[config.mk]
export PLATFORM = sky130hd
export DESIGN_NAME = modbus_resp_sched_flat
export DESIGN_NICKNAME = d
export VERILOG_FILES = /design/src/rtl/modbus_resp_sched_if.sv /design/src/rtl/modbus_resp_sched.sv /design/src/flat_wrapper.sv
export SDC_FILE = /design/constraint.sdc
export NUM_CORES = 1
export LEC_CHECK = 0
export BUFFER_PORTS_ARGS = -buffer_cell sky130_fd_sc_hd__buf_2
export CORE_ASPECT_RATIO = 0.8
export CORE_UTILIZATION = 53
export DETAILED_ROUTE_END_ITERATION = 8
export PLACE_DENSITY = 0.87
export SLEW_MARGIN = 20
export SYNTH_ARGS = -nofsm -noshare
export SYNTH_HDL_FRONTEND = slang
export SYNTH_SLANG_ARGS = --single-unit
[constraint.sdc]
create_clock -name clk_in -period 2.67 [get_ports clk_in]
set_clock_uncertainty 0.15 [all_clocks]
set_input_delay 0.1335 -clock clk_in [delete_from_list [all_inputs] [get_ports clk_in]]
set_output_delay 0.1335 -clock clk_in [all_outputs]
set_load 0.005 [all_outputs]
[src/rtl/modbus_resp_sched_if.sv]
// Bus between the response scheduler and the Modbus RTU transmit engine.
interface modbus_resp_sched_if;
    logic        eng_tx_start;
    logic [7:0]  eng_func_code;
    logic [7:0]  eng_tx_quantity;
    logic [15:0] eng_tx_data;
    logic [7:0]  eng_tx_addr;
    logic        eng_response_done;

    modport master (
        output eng_tx_start,
        output eng_func_code,
        output eng_tx_quantity,
        output eng_tx_data,
        input  eng_tx_addr,
        input  eng_response_done
    );

    modport slave (
        input  eng_tx_start,
        input  eng_func_code,
        input  eng_tx_quantity,
        input  eng_tx_data,
        output eng_tx_addr,
        output eng_response_done
    );
endinterface

[src/rtl/modbus_resp_sched.sv]
// Arbitrates normal and exception responses onto one Modbus RTU transmit engine,
// with a fixed post-frame idle gap and a watchdog abort.
module modbus_resp_sched #(
    parameter int unsigned GAP_CYC     = 4,
    parameter int unsigned TIMEOUT_CYC = 50000000,
    parameter int unsigned TO_W        = 32
) (
    input  logic                       clk_in,
    input  logic                       rst_n_in,
    input  logic                       norm_req,
    input  logic [7:0]                 norm_func,
    input  logic [7:0]                 norm_qty,
    input  logic [15:0]                norm_data,
    output logic                       norm_ack,
    output logic                       norm_done,
    input  logic                       exc_req,
    input  logic [7:0]                 exc_func,
    input  logic [7:0]                 exc_code,
    output logic                       exc_ack,
    output logic                       exc_done,
    modbus_resp_sched_if.master        eng,
    output logic                       busy,
    output logic                       grant_id,
    output logic                       timeout_err
);

    localparam int unsigned GAP_W = (GAP_CYC > 2) ? $clog2(GAP_CYC) : 1;

    localparam logic [1:0] ST_IDLE  = 2'd0;
    localparam logic [1:0] ST_START = 2'd1;
    localparam logic [1:0] ST_WAIT  = 2'd2;
    localparam logic [1:0] ST_GAP   = 2'd3;

    logic [1:0]       state_q, state_d;
    logic [7:0]       func_q, func_d;
    logic [7:0]       qty_q, qty_d;
    logic [7:0]       code_q, code_d;
    logic             start_q, start_d;
    logic [TO_W-1:0]  wd_q, wd_d;
    logic [GAP_W-1:0] gap_q, gap_d;
    logic             grant_d, busy_d;
    logic             nack_d, eack_d, ndone_d, edone_d, to_d;

    // Next-state and next-output logic
    always_comb begin
        state_d = state_q;
        func_d  = func_q;
        qty_d   = qty_q;
        code_d  = code_q;
        grant_d = grant_id;
        start_d = start_q;
        wd_d    = wd_q;
        gap_d   = gap_q;
        nack_d  = 1'b0;
        eack_d  = 1'b0;
        ndone_d = 1'b0;
        edone_d = 1'b0;
        to_d    = 1'b0;

        unique case (state_q)
            ST_IDLE: begin
                if (exc_req) begin
                    eack_d  = 1'b1;
                    grant_d = 1'b1;
                    func_d  = exc_func | 8'h80;
                    qty_d   = 8'd1;
                    code_d  = exc_code;
                    state_d = ST_START;
                end else if (norm_req) begin
                    nack_d  = 1'b1;
                    grant_d = 1'b0;
                    func_d  = norm_func;
                    qty_d   = norm_qty;
                    code_d  = 8'h00;
                    state_d = ST_START;
                end
            end
            ST_START: begin
                wd_d = '0;
                // An empty normal response completes without touching the engine
                if (!grant_id && qty_q == 8'd0) begin
                    ndone_d = 1'b1;
                    gap_d   = '0;
                    state_d = ST_GAP;
                end else begin
                    start_d = 1'b1;
                    state_d = ST_WAIT;
                end
            end
            ST_WAIT: begin
                if (eng.eng_response_done) begin
                    ndone_d = !grant_id;
                    edone_d = grant_id;
                    start_d = 1'b0;
                    gap_d   = '0;
                    state_d = ST_GAP;
                end else if (wd_q == TO_W'(TIMEOUT_CYC - 1)) begin
                    to_d    = 1'b1;
                    start_d = 1'b0;
                    gap_d   = '0;
                    state_d = ST_GAP;
                end else begin
                    wd_d = wd_q + 1'b1;
                end
            end
            ST_GAP: begin
                if (gap_q == GAP_W'(GAP_CYC - 1)) begin
                    state_d = ST_IDLE;
                end else begin
                    gap_d = gap_q + 1'b1;
                end
            end
            default: state_d = ST_IDLE;
        endcase

        busy_d = (state_d != ST_IDLE);
    end

    // State and registered outputs
    always_ff @(posedge clk_in or negedge rst_n_in) begin
        if (!rst_n_in) begin
            state_q     <= ST_IDLE;
            func_q      <= '0;
            qty_q       <= '0;
            code_q      <= '0;
            start_q     <= 1'b0;
            wd_q        <= '0;
            gap_q       <= '0;
            grant_id    <= 1'b0;
            busy        <= 1'b0;
            norm_ack    <= 1'b0;
            exc_ack     <= 1'b0;
            norm_done   <= 1'b0;
            exc_done    <= 1'b0;
            timeout_err <= 1'b0;
        end else begin
            state_q     <= state_d;
            func_q      <= func_d;
            qty_q       <= qty_d;
            code_q      <= code_d;
            start_q     <= start_d;
            wd_q        <= wd_d;
            gap_q       <= gap_d;
            grant_id    <= grant_d;
            busy        <= busy_d;
            norm_ack    <= nack_d;
            exc_ack     <= eack_d;
            norm_done   <= ndone_d;
            exc_done    <= edone_d;
            timeout_err <= to_d;
        end
    end

    assign eng.eng_tx_start    = start_q;
    assign eng.eng_func_code   = func_q;
    assign eng.eng_tx_quantity = qty_q;

    // Past the end of a normal frame the engine sees zeros instead of unrelated register reads
    assign eng.eng_tx_data = !busy    ? 16'h0000 :
                             grant_id ? {func_q, code_q} :
                             (eng.eng_tx_addr < qty_q) ? norm_data : 16'h0000;

endmodule

[src/flat_wrapper.sv]
// flat-port wrapper written by rule: the top's interface ports become plain ports
module modbus_resp_sched_flat 
#(
    parameter int unsigned GAP_CYC     = 4,
    parameter int unsigned TIMEOUT_CYC = 50000000,
    parameter int unsigned TO_W        = 32
)
  (clk_in, rst_n_in, norm_req, norm_func, norm_qty, norm_data, norm_ack, norm_done, exc_req, exc_func, exc_code, exc_ack, exc_done, busy, grant_id, timeout_err, eng_eng_tx_start, eng_eng_func_code, eng_eng_tx_quantity, eng_eng_tx_data, eng_eng_tx_addr, eng_eng_response_done);
  modbus_resp_sched_if eng_i ();
  input  logic clk_in;
  input  logic rst_n_in;
  input  logic norm_req;
  input  logic [7:0] norm_func;
  input  logic [7:0] norm_qty;
  input  logic [15:0] norm_data;
  output logic norm_ack;
  output logic norm_done;
  input  logic exc_req;
  input  logic [7:0] exc_func;
  input  logic [7:0] exc_code;
  output logic exc_ack;
  output logic exc_done;
  output logic busy;
  output logic grant_id;
  output logic timeout_err;
  output wire logic [$bits(eng_i.eng_tx_start)-1:0] eng_eng_tx_start;
  output wire logic [$bits(eng_i.eng_func_code)-1:0] eng_eng_func_code;
  output wire logic [$bits(eng_i.eng_tx_quantity)-1:0] eng_eng_tx_quantity;
  output wire logic [$bits(eng_i.eng_tx_data)-1:0] eng_eng_tx_data;
  input wire logic [$bits(eng_i.eng_tx_addr)-1:0] eng_eng_tx_addr;
  input wire logic [$bits(eng_i.eng_response_done)-1:0] eng_eng_response_done;
  assign eng_eng_tx_start = eng_i.eng_tx_start;
  assign eng_eng_func_code = eng_i.eng_func_code;
  assign eng_eng_tx_quantity = eng_i.eng_tx_quantity;
  assign eng_eng_tx_data = eng_i.eng_tx_data;
  assign eng_i.eng_tx_addr = eng_eng_tx_addr;
  assign eng_i.eng_response_done = eng_eng_response_done;
  modbus_resp_sched #(.GAP_CYC(GAP_CYC), .TIMEOUT_CYC(TIMEOUT_CYC), .TO_W(TO_W)) u_core (.clk_in(clk_in), .rst_n_in(rst_n_in), .norm_req(norm_req), .norm_func(norm_func), .norm_qty(norm_qty), .norm_data(norm_data), .norm_ack(norm_ack), .norm_done(norm_done), .exc_req(exc_req), .exc_func(exc_func), .exc_code(exc_code), .exc_ack(exc_ack), .exc_done(exc_done), .eng(eng_i), .busy(busy), .grant_id(grant_id), .timeout_err(timeout_err));
endmodule
# Word-level counts from Yosys, hierarchy flattened
# Cells that the tools add are included.
# Widths: inputs -> output; s select.
# classes
eq_ne	11
addsub	2
n_mux	43
n_reduce_logical	12
magnitude_cmp	1
# op_table
cell	count
$mux 32	2
$pmux 32 s2	1
$mux 16	3
$mux 8	6
$add 32x1->32 const B	1
$eq 32x26->1 const B	1
$mux 1	18
$mux 2	9
$logic_not 8->1	1
$lt 8x8->1	1
$ne 2x2->1 const B	4
$pmux 2 s4	1
$eq 2x2->1 const B	3
$pmux 2 s3	1
$reduce_and 3->1	2
$reduce_bool 2->1	3
$pmux 1 s2	2
$reduce_and 4->1	1
$ne 3x2->1 const B	1
$reduce_bool 3->1	1
$add 2x1->2 const B	1
$eq 2x1->1 const B	1
$logic_not 2->1	1
$ne 2x1->1 const B	1
other kinds (3)	3
# word_totals
out_inout_bits	40
in_bits	61
ff_bits	68

# Logic depth before layout (Yosys ltp)
# logic_depth
word_depth	5
mapped_depth	9

# Worst setup path before layout
# Ideal clock, no wire load.
# synth_path
path_type	register -> register
startpoint	register u_core.state_q[0]
endpoint	register u_core.wd_q[10]
setup_ps	78
stages_incl_launch_ff	9
period_less_slack_ps	2052
t_arrival_ps	1824
t_required_ps	2442
slack_ps	618
path_cell_list	dfrtp_1 inv_1 ha_1 buf_2 nand3b_1 or3_1 clkbuf_1 or3_1 a21oi_1
# synth_between
elab_chain_len	3
word_cells_on_any_way	7
# synth_lines
item	line_no	text
start, declared	modbus_resp_sched.sv:34	logic [1:0] state_q, state_d;
start signal, assigned	modbus_resp_sched.sv:137	state_q <= state_d;
$eq 2x2->1 or $eq 2x1->1 (tied branches)	modbus_resp_sched.sv:60	unique case (state_q)
$ne 2x2->1 (no source line) or $reduce_bool 2->1 (tied branches)	-	
$reduce_and 3->1 (no source line)	-	
end signal, assigned	modbus_resp_sched.sv:142	wd_q <= wd_d;
end, declared	modbus_resp_sched.sv:39	logic [TO_W-1:0] wd_q, wd_d;
# Parallel ways exist; a longest one is shown, timed or not.
# A chain may end at the register's enable or synchronous reset.

# Final worst setup path
# layout_path
startpoint	register u_core.qty_q[5], in the netlist u_core.eng.eng_tx_quantity[5]
endpoint	output port eng_eng_tx_data[7]
# layout_between
elab_chain_len	4
# layout_lines
item	line_no	text
start, declared	modbus_resp_sched.sv:36	logic [7:0] qty_q, qty_d;
start signal, assigned	modbus_resp_sched.sv:139	qty_q <= qty_d;
$lt 8x8->1	modbus_resp_sched.sv:161	(eng.eng_tx_addr < qty_q) ? norm_data : 16'h0000;
$mux 16	modbus_resp_sched.sv:161	
$mux 16	modbus_resp_sched.sv:160	grant_id ? {func_q, code_q} :
$mux 16	modbus_resp_sched.sv:159	assign eng.eng_tx_data = !busy ? 16'h0000 :
end, declared	flat_wrapper.sv:29	output wire logic [$bits(eng_i.eng_tx_data)-1:0] eng_eng_tx_data;
# Every way passes these cells.

==> flow_summary.json <==
{
  "grt_pass1_vias": 3596,
  "whs_path_depth": 2,
  "whs_ns": 0.1979,
  "reg2regPathDepth": 7,
  "cts_tree": "done",
  "io_pins": 101,
  "max_freq_ghz": 0.3987,
  "grt_max_degree": 31,
  "rrSetupSlack_ns": 0.34,
  "cp_data_required_time_ns": 2.39,
  "clock-sinks": 68,
  "antenna_found_initial": 1,
  "period_share_pct": 93.94,
  "tightest_slew_ns": 0.6733,
  "fp.dieH_microns": 77.06,
  "routed_wl_mm": 10.61,
  "vias_per_cell": 6.072,
  "syn_avg_cell_area_sq_um": 9.745,
  "synth_edf_count": 0,
  "rr_startpoint": "u_core.state_q[0]$_DFF_PN0_",
  "grt_overflow": 0,
  "setup_viol_count_final": 0,
  "min-delay-start": "exc_req",
  "vdd_drop_max_uv": 505.8,
  "path_cells": "inv_1 -> ha_1 -> and4_1 -> o21ai_0 -> o2111a_2 -> buf_12 -> a22o_1 -> buf_2",
  "clockBufferDepth": 2,
  "clock_latency_ns": 0.34,
  "io_buffers": 99,
  "routedWlPerCell_microns": 17.40,
  "pre_cts_slack_ns": 0.3462,
  "core-area_sq_mm": 0.006604,
  "clk_pin_slew_ns": 0.07,
  "ctsHtreeMaxLevel": 3,
  "drtIter0Drc": 349,
  "syn2layout_area_growth_pct": 31.55,
  "p_leak_uw": 0.002323,
  "die_x_microns": 95.82,
  "drive_gt1_share_pct": 26.29,
  "via_count": 3704,
  "yosysSeqAreaShare_pct": 45.59,
  "finalSetupTns_ns": 0,
  "drc": 0,
  "die_area_sq_mm": 0.007384,
  "initial_utilization_pct": 56.52,
  "grt_pass1_wl_mm": 16.99,
  "path_class": "flip-flop to output pin",
  "netlist_area_sq_mm": 0.003732,
  "hold-path-endpoint": "u_core.eng.eng_func_code[7]$_DFFE_PN0P_",
  "layout_setup_ws_ns": 0.1619,
  "drt_pre_antenna_iters": 5,
  "cap_violations": 0,
  "end_kind": "output pin",
  "ys_warn_count": 0,
  "critPathMaxFanout": 16,
  "arrival_ns": 2.22,
  "min_path_type": "primary input to flip-flop",
  "gp_congestion": 0.8891,
  "slew_violations": 0,
  "cpPeakStageDelay_ns": 0.42,
  "power_density_mw_per_mm2": 830.8,
  "hold_viol": 0,
  "layout.nets": 594,
  "crit_path_start_kind": "flip-flop",
  "syn_nets": 457,
  "synthArstFlopShare_pct": 100.0,
  "clock-root-buffer": "clkbuf_8",
  "detail-route-antenna-nets": 0,
  "fin_crit_ns": 2.508,
  "synth_cell_types": 57,
  "rsz0062_at_grt": "no",
  "fin_util_pct": 74.35,
  "n_fill_cell": 450,
  "synth-main-ff-cell": "dfrtp_1",
  "grt_usage_pct": 29.82,
  "rows": 26,
  "postSynthCellCount": 383,
  "cp_slowest_cell": "dfrtp_1",
  "place_hpwl_mm": 6.958,
  "run_status": "complete, no violations",
  "cts_buffers": 9,
  "r2r_end": "u_core.wd_q[16]$_DFFE_PN0P_",
  "ys_seq_elements": 68,
  "relSlewSlack_pct": 55.12
}
[synth_stat cells (5+ instances only)]
cell	count	share of area, %
inv_1	14	1.4
ha_1	13	4.4
or3_1	8	1.3
nand2_1	38	3.8
nor4_1	8	1.3
and3_1	5	0.84
nand3_1	17	2.3
nor3_1	8	1.1
xnor2_1	8	1.9
a22o_1	24	5.6
nor2_1	25	2.5
clkbuf_1	8	0.80
dfrtp_1	68	46
nand4_1	9	1.5
a21oi_1	12	1.6
mux2i_1	11	3.0
o21ai_0	26	3.5
[critical path: cells and delay by family, from the launching register on]
family / cells / cell delay, ns
compound gates: 3 / 0.65
fa+ha+maj: 1 / 0.29
buf+inv: 3 / 0.35
flops: 1 / 0.42
simple gates: 1 / 0.16
[area by class of cell]
cell class	instances	area (sq um)	share of cell area, %
flip-flops and latches	68	1702	34.66
clock buffers	12	165.2	3.364
well taps	84	105.1	2.141
inverters	14	52.55	1.070
repair buffers	144	930.9	18.96
diodes	1	2.502	0.05097
clock inverters	4	70.07	1.427
multi-input cells	283	1882	38.33
[how the worst max path moves through the flow]
stage	start	end	slack [ns]	depth (start not counted)
final	u_core.eng.eng_tx_quantity[5]$_DFFE_PN0P_	eng_eng_tx_data[7]	0.16	8
after detailed placement	u_core.eng.eng_tx_quantity[1]$_DFFE_PN0P_	eng_eng_tx_data[7]	0.35	7
after global placement	u_core.eng.eng_tx_quantity[1]$_DFFE_PN0P_	eng_eng_tx_data[7]	0.43	7
after CTS	u_core.eng.eng_tx_quantity[1]$_DFFE_PN0P_	eng_eng_tx_data[7]	0.15	7
after global routing	u_core.eng.eng_tx_quantity[5]$_DFFE_PN0P_	eng_eng_tx_data[7]	0.05	8
after floorplan	u_core.state_q[0]$_DFF_PN0_	u_core.wd_q[10]$_DFFE_PN0P_	0.62	8
[layout by cell type, fill, tap and decap left out, drive strengths merged, types with 3 or more instances in the layout]
cell,count
a21o,3
a21oi,12
a22o,24
and2,3
and3,5
and4,6
buf,110
clkbuf,12
dfrtp,68
dlygate4sd3,34
ha,13
inv,14
mux2i,11
nand2,38
nand2b,3
nand3,17
nand4,11
nor2,26
nor2b,4
nor3,10
nor4,9
nor4b,3
o211ai,3
o21ai,30
o2bb2ai,3
o31ai,4
or3,8
or4,5
xnor2,8
xor2,4
[metrics by stage]
| step | power (uW) | cell area (sq um) | std cells |
|---|---|---|---|
| after floorplan | 2381 | 3732 | 383 |
| after CTS | 3988 | 4887 | 608 |
| final | 4079 | 4910 | 610 |
| after detailed placement | 2953 | 4310 | 558 |
| after global routing | 4314 | 4910 | 610 |
| after global placement | 2868 | 4310 | 558 |
[power by group]
part	internal [uW]	total, uW	switching [uW]	leakage [uW]
clock	599	988	388	0.000122
sequential	1270	1490	219	0.000902
combinational	720	1600	881	0.00130
total	2590	4080	1490	0.00232
[repair_timing]
action | in CTS | in global routing
endpoints found under the hold margin | 55 | 0
pin swaps | 0 | 1
endpoints found under the setup margin | 16 | 12
setup buffers | 0 | 1
cloned | 0 | 0
hold buffers | 34 | 0
resized for setup | 1 | 0
[registers in the layout (all words and copies together) (netlist names)]
name,cells
u_core.wd_q,32
u_core.code_q,8
u_core.eng.eng_func_code,8
u_core.eng.eng_tx_quantity,8
u_core.gap_q,2
u_core.state_q,2
u_core.busy,1
u_core.eng.eng_tx_start,1
u_core.exc_ack,1
u_core.exc_done,1
u_core.grant_id,1
u_core.norm_ack,1
u_core.norm_done,1
u_core.timeout_err,1
[kinds of logic after synthesis]
kind of cell	Yosys count	share of synthesized area, %
AO/OA/AOI/OAI	94	17.60
buffers and inverters	32	4.023
adder cells (fa/ha/maj)	13	4.358
flip-flops	68	45.59
XOR/XNOR	12	2.816
multiplexers	11	2.950
AND/OR/NAND/NOR	153	22.66
[per-layer routing]
| layer | vias up | routed length [microns] | GRT usage (%) | share of wire (%) |
|---|---|---|---|---|
| met1 | 1807 | 4360 | 38.40 | 41 |
| met4 | 0 | 310 | 11.49 | 2.9 |
| li1 | 1690 | - | - | - |
| met3 | 35 | 633 | 6.052 | 6.0 |
| met2 | 172 | 5307 | 48.93 | 50 |
| met5 | - | 0 | 0 | 0 |
Note: power is estimated with default switching activity, not from simulation.
